### src/rtl/sync_fifo_flags.sv
// Single-clock FIFO with occupancy count, programmable almost-full/almost-empty
// flags, sticky overflow/underflow errors and an optional first-word-fall-through read.
module sync_fifo_flags #(
  parameter int DATA_WIDTH = 8,
  parameter int DEPTH      = 16,
  parameter int AF_THRESH  = DEPTH - 2,
  parameter int AE_THRESH  = 2,
  parameter int FWFT       = 0
) (
  input  logic                    clk,
  input  logic                    rst_n,
  input  logic                    wr_en,
  input  logic [DATA_WIDTH-1:0]   data_in,
  input  logic                    rd_en,
  output logic [DATA_WIDTH-1:0]   data_out,
  output logic                    rd_valid,
  output logic                    full,
  output logic                    empty,
  output logic                    almost_full,
  output logic                    almost_empty,
  output logic [$clog2(DEPTH):0]  count,
  output logic                    overflow,
  output logic                    underflow,
  input  logic                    clr_err
);

  localparam int AW = $clog2(DEPTH);
  localparam int PW = AW + 1;
  localparam logic [AW:0] PTR_ONE = PW'(1);

  // Pointers carry one extra MSB so a full FIFO is distinguishable from an empty one.
  logic [AW:0]           w_ptr_q, w_ptr_d;
  logic [AW:0]           r_ptr_q, r_ptr_d;
  logic [DATA_WIDTH-1:0] mem_q [DEPTH];
  logic                  ovf_q, ovf_d;
  logic                  unf_q, unf_d;
  logic                  wr_acc, rd_acc;
  logic [AW-1:0]         r_idx, w_idx;

  assign r_idx = r_ptr_q[AW-1:0];
  assign w_idx = w_ptr_q[AW-1:0];

  // Flags come straight from the registered pointers: no extra latency.
  assign count        = w_ptr_q - r_ptr_q;
  assign full         = (count == PW'(DEPTH));
  assign empty        = (count == '0);
  assign almost_full  = (count >= PW'(AF_THRESH));
  assign almost_empty = (count <= PW'(AE_THRESH));
  assign overflow     = ovf_q;
  assign underflow    = unf_q;

  assign wr_acc = wr_en && !full;
  assign rd_acc = rd_en && !empty;

  always_comb begin
    w_ptr_d = w_ptr_q;
    r_ptr_d = r_ptr_q;
    if (wr_acc) w_ptr_d = w_ptr_q + PTR_ONE;
    if (rd_acc) r_ptr_d = r_ptr_q + PTR_ONE;
    // A new error event in the same cycle as clr_err keeps the flag set.
    ovf_d = (ovf_q && !clr_err) || (wr_en && full);
    unf_d = (unf_q && !clr_err) || (rd_en && empty);
  end

  always_ff @(posedge clk) begin
    if (!rst_n) begin
      w_ptr_q <= '0;
      r_ptr_q <= '0;
      ovf_q   <= 1'b0;
      unf_q   <= 1'b0;
    end else begin
      w_ptr_q <= w_ptr_d;
      r_ptr_q <= r_ptr_d;
      ovf_q   <= ovf_d;
      unf_q   <= unf_d;
    end
  end

  // Storage is not reset; its contents are unobservable until written.
  always_ff @(posedge clk) begin
    if (rst_n && wr_acc) mem_q[w_idx] <= data_in;
  end

  if (FWFT == 0) begin : g_std
    logic [DATA_WIDTH-1:0] dout_q, dout_d;
    logic                  rvld_q, rvld_d;

    always_comb begin
      dout_d = dout_q;
      if (rd_acc) dout_d = mem_q[r_idx];
      rvld_d = rd_acc;
    end

    always_ff @(posedge clk) begin
      if (!rst_n) begin
        dout_q <= '0;
        rvld_q <= 1'b0;
      end else begin
        dout_q <= dout_d;
        rvld_q <= rvld_d;
      end
    end

    assign data_out = dout_q;
    assign rd_valid = rvld_q;
  end else begin : g_fwft
    // Head word is presented directly; zero while empty so reset reads back 0.
    assign data_out = empty ? '0 : mem_q[r_idx];
    assign rd_valid = !empty;
  end

endmodule
### config.mk
export PLATFORM = sky130hd
export DESIGN_NAME = sync_fifo_flags
export DESIGN_NICKNAME = d
export VERILOG_FILES = /design/src/rtl/sync_fifo_flags.sv
export SDC_FILE = /design/constraint.sdc
export NUM_CORES = 1
export LEC_CHECK = 0
export BUFFER_PORTS_ARGS = -buffer_cell sky130_fd_sc_hd__buf_2
export CORE_MARGIN = 2
export CORE_UTILIZATION = 60
export DETAILED_ROUTE_END_ITERATION = 8
export PLACE_DENSITY = 0.78
export SYNTH_ARGS = -nofsm -noshare
export SYNTH_HDL_FRONTEND = slang
export SYNTH_SLANG_ARGS = --single-unit
### constraint.sdc
create_clock -name clk -period 4.75 [get_ports clk]
set_input_delay 1.1875 -clock clk [delete_from_list [all_inputs] [get_ports clk]]
set_output_delay 1.1875 -clock clk [all_outputs]
set_load 0.005 [all_outputs]
==> results.md, run 1 <==
- Clk_lat worst skew: 0.52 ns
- Final HPWL DP: 7980 um
- VDD IR max: 0.297 mV
- Startpoint types: flip-flop
- Final TNS setup: 0 ns
- Mean routed wirelength per cell: 22.1 um
- Status: finished clean
- Post-Syn Nets: 397
- EDFF count, synth: 128
- Overflow after GRT: 0
- Pins over their slew limit: 0
- Max Cap Violations: 0
- GR Util All Layers: 25.0%
- Die area: 11100 um2
- H-tree levels: 4
- Largest net degree at the start of global routing: 39
- Final worst path period share: 90.7%
- YS warnings: 0
- CTS Buf Count: 17
- Initial Utilization: 60.8%
- Synth cell types: 43
- Area grow syn2layout: 15.5%
- Core area: 10200 um2
- Routed Wire Length: 12700 um
- Hold_ws: 0.461 ns
- Residual DRC: 0
- Setup repair bufs after CTS: 0
- Setup violations, final: 0
- Synth async-reset ratio: 0%
- RSZ-0062 raised after global routing: false
- Pwr Density: 524 nW/um2
- First-pass GRT wire length: 20200 um
- Worst slew pin tran: 0.863 ns
- Antenna-violating nets left: 0
- CTS clk-pin slew, worst paths: 0.07 ns
- Layout net count: 446
- FMAX: 0.232 GHz
- Hold path startpoint: data_out[0]$_SDFFE_PN0P_
- Mean Syn Cell Area: 16.5 um2
- CP arrival: 3.12 ns
- # clock sinks: 149
- I/O pin total: 33
- Main flop type after synthesis: edfxtp_1
- Area of the multi-input gates: 1810 um2
- Fraction of layout cells with a size suffix above 1: 29.8%
- Register bit total from synthesis: 149
- Seq/Total Area, Yosys: 68.9%
- CP Launch Point: w_ptr_q[0]$_SDFFE_PN0P_
- Crit Reg-Reg Startpoint: w_ptr_q[0]$_SDFFE_PN0P_
- IO Port Bufs: 32
- DIE WIDTH: 106 um
- Hold_buf cts: 0
- # rows: 37
- Req. time, crit path: 3.56 ns
- Crit Path Max Fanout: 21
- Final Skew: 0.00948 ns
- Register area: 4270 um2
- Pleak: 2.40 nW
- Hold violation total from the final report: 0
- Post-CTS Resized: 0
- Crit. End Element: output port
- DR iter-0 viols: 296
- Tmin final: 4.31 ns
- Synthesized area: 6190 um2
- Initial antenna violation count: 0
- Vias: 3492
- DR pass1 iterations: 5
- Number of cells produced by synthesis: 374
- Setup CP Type: flip-flop to output port
- Vias in the first global route: 3555
- TritonCTS clock tree: done
- CTS root buf: clkbuf_8
- Max_slew headroom: 42.5%
- Final GP Congestion: 0.826
- Clk buf depth: 2
- Vias per std cell: 6.10
- Die height: 106 um
- Fillers: 677
- Ant diodes: 0
- Hold Path Class: flip-flop to flip-flop
## per-layer routing
layer	wire (um)	vias up	track usage, %
met1	5230	1777	35.0
met2	6520	120	40.5
met4	197	0	7.61
li1	-	1580	-
met5	0	-	0
met3	720	15	4.70
## path summary, 6_finish.rpt
check,end,slack [ns],cells after the start
worst min-delay path,data_out[0]$_SDFFE_PN0P_,0.46,2
worst max register to register,mem_q[2][6]$_DFFE_PP_,1.47,10
worst max-delay path,almost_empty,0.44,10
worst min register to register,data_out[0]$_SDFFE_PN0P_,0.46,2
## critical path, stage by stage, from the launching register on
cell       delay (ns)
dfxtp_1          0.40
inv_1            0.12
ha_1             0.24
fa_1             0.43
nand2b_1         0.19
a21oi_2          0.18
xor2_2           0.14
buf_4            0.17
inv_2            0.15
a2111oi_0        0.40
buf_2            0.19
## synth_stat cells, drive strengths merged, types with 4 or more instances
| cell type | number | area share [%] |
|---|---|---|
| ha | 9 | 1.8 |
| nor2 | 13 | 0.79 |
| dfxtp | 21 | 6.8 |
| o211ai | 12 | 1.5 |
| clkbuf | 12 | 0.73 |
| or3 | 7 | 0.71 |
| nand2 | 33 | 2.0 |
| nor4b | 4 | 0.57 |
| mux2i | 12 | 1.9 |
| a21oi | 6 | 0.55 |
| nor3 | 4 | 0.32 |
| o22ai | 14 | 1.4 |
| inv | 10 | 0.61 |
| mux4 | 31 | 11 |
| buf | 11 | 0.91 |
| nand2b | 7 | 0.71 |
| nor4 | 10 | 1.1 |
| edfxtp | 128 | 62 |
## state kept, by name, indices dropped and copies added (netlist names)
name and flops:
underflow 1, mem_q 128, overflow 1, rd_valid 1, data_out 8, r_ptr_q 5, w_ptr_q 5
## power breakdown
part	switching, mW	internal [mW]	leakage [nW]	total, mW
Clock	0.567	0.668	0.267	1.24
Combinational	0.572	0.421	0.808	0.993
Sequential	0.0314	1.49	1.32	1.52
## placed cells by master (no fill, tap or decap), types with 9 or more instances in the layout
| cell | netlist | layout |
|---|---|---|
| ha_1 | 9 | 9 |
| inv_1 | 9 | 9 |
| buf_4 | 2 | 21 |
| mux2i_1 | 12 | 12 |
| o22ai_1 | 14 | 14 |
| clkbuf_16 | 0 | 16 |
| edfxtp_1 | 128 | 128 |
| dfxtp_1 | 21 | 20 |
| o211ai_1 | 12 | 12 |
| mux4_2 | 31 | 31 |
| buf_2 | 6 | 32 |
| nand2_1 | 33 | 33 |
| nor4_1 | 9 | 9 |
| nor2_1 | 13 | 13 |
## stage by stage
| step | power [mW] | instances | setup slack (ns) | area, um2 | utilization [%] |
|---|---|---|---|---|---|
| finish | 3.75 | 572 | 0.440 | 7150 | 70.2 |
| global route | 3.91 | 572 | 0.299 | 7150 | 70.2 |
| CTS | 3.77 | 572 | 0.469 | 7150 | 70.2 |
| detailed placement | 2.54 | 540 | 1.02 | 6600 | 64.8 |
| global placement | 2.50 | 540 | 1.14 | 6600 | 64.8 |
| floorplan | 2.23 | 374 | 1.17 | 6190 | - |
## cell type report
type	count	share of cell area (%)
clock buffer	18	5.85
clock inverter	14	1.86
inverter	10	0.525
multi-input combinational	192	25.3
sequential	149	59.7
tap	136	2.38
timing repair buffer	53	4.45
## kinds of logic after synthesis
logic type	synth area share [%]
flops	68.9
simple gates	7.34
mux	13.6
compound gates	4.99
buf+inv	2.24
fa+ha+maj	2.14
xor+xnor	0.809
Power figures use the tool's default switching activity.
==> run 2, diff against run 1 <==
Settings changed: ABC_CLOCK_PERIOD_IN_PS from default to 4750, PLACE_DENSITY 0.78 to default, PLACE_DENSITY_LB_ADDON from default to 0.25.
==> run 2 against run 1 <==
Compared with the run above: final cell count fell by 0.87%; clock skew up 0.00078 ns; global-route usage shrank 0.051 points; critical path depth is 1 lower; critical endpoint unchanged; largest cell class unchanged.
==> results.md, run 2 (same netlist as run 1, synthesis figures left out) <==
- Final HPWL DP: 8360 um
- Pwr Density: 531 nW/um2
- Vias per std cell: 6.17
- Max_slew headroom: 27.1%
- CP max-delay cell: fa_1
- FMAX: 0.225 GHz
- Final TNS setup: 0 ns
- Area of the multi-input gates: 1810 um2
- Most common cell after layout, fill and taps aside: edfxtp_1
- CP peak stage delay: 0.43 ns
- Setup repair bufs after CTS: 0
- GR Util All Layers: 24.9%
- Final worst path period share: 93.6%
- CP Buf/Inv Count: 3
- Setup CP Type: flip-flop to output port
- DR pass1 iterations: 4
- VDD IR max: 0.379 mV
- Pins over their slew limit: 0
- Max reg flops: 128
- Req. time, crit path: 3.56 ns
- Biggest register: mem_q
- Hold path startpoint: data_out[0]$_SDFFE_PN0P_
- Pleak: 2.39 nW
- Core area: 10200 um2
- Final Skew: 0.0103 ns
- Clk_lat worst skew: 0.53 ns
- Worst R2R Setup Slack: 1.12 ns
- Max Cap Violations: 0
- Worst flop-to-flop path endpoint: mem_q[6][0]$_DFFE_PP_
- RSZ-0062 raised after global routing: false
- Crit Reg-Reg Startpoint: w_ptr_q[0]$_SDFFE_PN0P_
- # clock sinks: 149
- TritonCTS clock tree: done
- Fraction of layout cells with a size suffix above 1: 29.0%
- M1 GR Usage: 32.8%
- Final GP Congestion: 0.833
- CP arrival: 3.26 ns
- Logic pwr share: 25.7%
- H-tree levels: 4
- Vias: 3501
- Sequential power share: 40.1%
- Net switching power: 1.10 mW
- Crit. End Element: output port
- Largest net degree at the start of global routing: 38
- Clk buf depth: 2
- Mean routed wirelength per cell: 22.8 um
- Overflow after GRT: 0
- I/O pin total: 33
- Startpoint types: flip-flop
- First-pass GRT wire length: 19900 um
- Hold Path Class: flip-flop to flip-flop
- Post-CTS Resized: 0
- WHS Path Cells: 2
- # rows: 37
- Residual DRC: 0
- Die height: 106 um
- CTS clk-pin slew, worst paths: 0.06 ns
- Register area: 4270 um2
- Most frequent cells in the layout: edfxtp_1 (128), nand2_1 (33), buf_2 (32), mux4_2 (31), dfxtp_1 (20)
- Layout net count: 442
- Crit Path Max Fanout: 21
- Hold violation total from the final report: 0
- DR iter-0 viols: 200
- Die area: 11100 um2
- FF-to-FF path depth: 8
- Routed Wire Length: 12900 um
- CTS root buf: clkbuf_8
- Ant diodes: 0
- Placed cell area: 6570 um2
- Worst slew pin tran: 1.09 ns
- Fillers: 647
- Area grow syn2layout: 15.4%
- Status: finished clean
- GRT Max-Usage Layer: met2
- Hold_ws: 0.478 ns
- Clk pwr share: 34.2%
- IO Port Bufs: 32
- CTS Buf Count: 17
- Top delay family on crit path: adder cells
- Setup violations, final: 0
- Int Pwr: 2.69 mW
- Antenna-violating nets left: 0
- Tmin final: 4.45 ns
- DIE WIDTH: 106 um
- Crit-path cells: inv_1 > ha_1 > fa_1 > nand2b_1 > a21oi_2 > xor2_2 > inv_2 > a2111oi_0 > buf_2
- Total power: 3.80 mW
- Hold_buf cts: 0
- GRT met2 Usage: 41.0%
- Met3 GRT Util: 5.01%
- Vias in the first global route: 3568
- Sw Ratio: 29.0%
- Hold EP: data_out[0]$_SDFFE_PN0P_
- Initial antenna violation count: 0
- Initial Utilization: 60.8%
- Finished Cell Area: 7150 um2
## run 2: cell types whose count changed in the layout (fill, tap and decap cells not counted), moves of 3 or more
| cell | before | now |
|---|---|---|
| inv_8 | 5 | 0 |
| bufinv_16 | 0 | 3 |
| buf_4 | 21 | 17 |
| clkinv_2 | 0 | 4 |
| clkinv_4 | 3 | 0 |
## run 2: how the worst max path moves through the flow
| stage | end | cells after the start | slack, ns | startpoint |
|---|---|---|---|---|
| 2_1_floorplan | almost_empty | 9 | 1.17 | w_ptr_q[0]$_SDFFE_PN0P_ |
| 3_3_place_gp | almost_empty | 9 | 0.99 | w_ptr_q[0]$_SDFFE_PN0P_ |
| 3_5_place_dp | almost_empty | 9 | 0.83 | w_ptr_q[0]$_SDFFE_PN0P_ |
| 4_1_cts | almost_empty | 9 | 0.28 | w_ptr_q[0]$_SDFFE_PN0P_ |
| 5_1_grt | almost_empty | 9 | 0.06 | w_ptr_q[0]$_SDFFE_PN0P_ |
| 6_report | almost_empty | 9 | 0.30 | w_ptr_q[0]$_SDFFE_PN0P_ |
## run 2: layout make-up
cell class / count / area share (%)
clock buffers: 18 / 5.85
clock inverters: 13 / 2.17
inverters: 10 / 0.525
multi-input cells: 192 / 25.4
flip-flops and latches: 149 / 59.7
well taps: 136 / 2.38
repair buffers: 49 / 4.03
## run 2: worst register-to-register path: stages, from the launching register on
cell and delay [ns]:
dfxtp_1 0.41, inv_1 0.12, ha_1 0.23, fa_1 0.43
nand2b_1 0.18, a21oi_2 0.16, xor2_2 0.37, o21ai_2 0.34
nor4b_2 1.01
## run 2: routing by layer
layer | vias to the layer above | share of wire (%)
met5 | - | 0
met4 | 0 | 2.5
met3 | 22 | 5.6
met2 | 130 | 52
met1 | 1775 | 40
li1 | 1574 | -
## run 2: stage by stage
stage	util, %	worst slack [ns]	cells
finish	70.2	0.302	567
global route	70.2	0.0622	567
CTS	70.2	0.284	567
detailed placement	64.5	0.833	536
global placement	64.5	0.992	536
floorplan	-	1.17	374
## run 2: power by group through the flow
stage	registers [mW]	clock network [mW]	logic, mW
6_report	1.52	1.30	0.976
5_1_grt	1.53	1.36	1.07
4_1_cts	1.52	1.32	0.986
3_5_place_dp	1.55	0	0.979
3_3_place_gp	1.54	0	0.955
2_1_floorplan	1.55	0	0.685
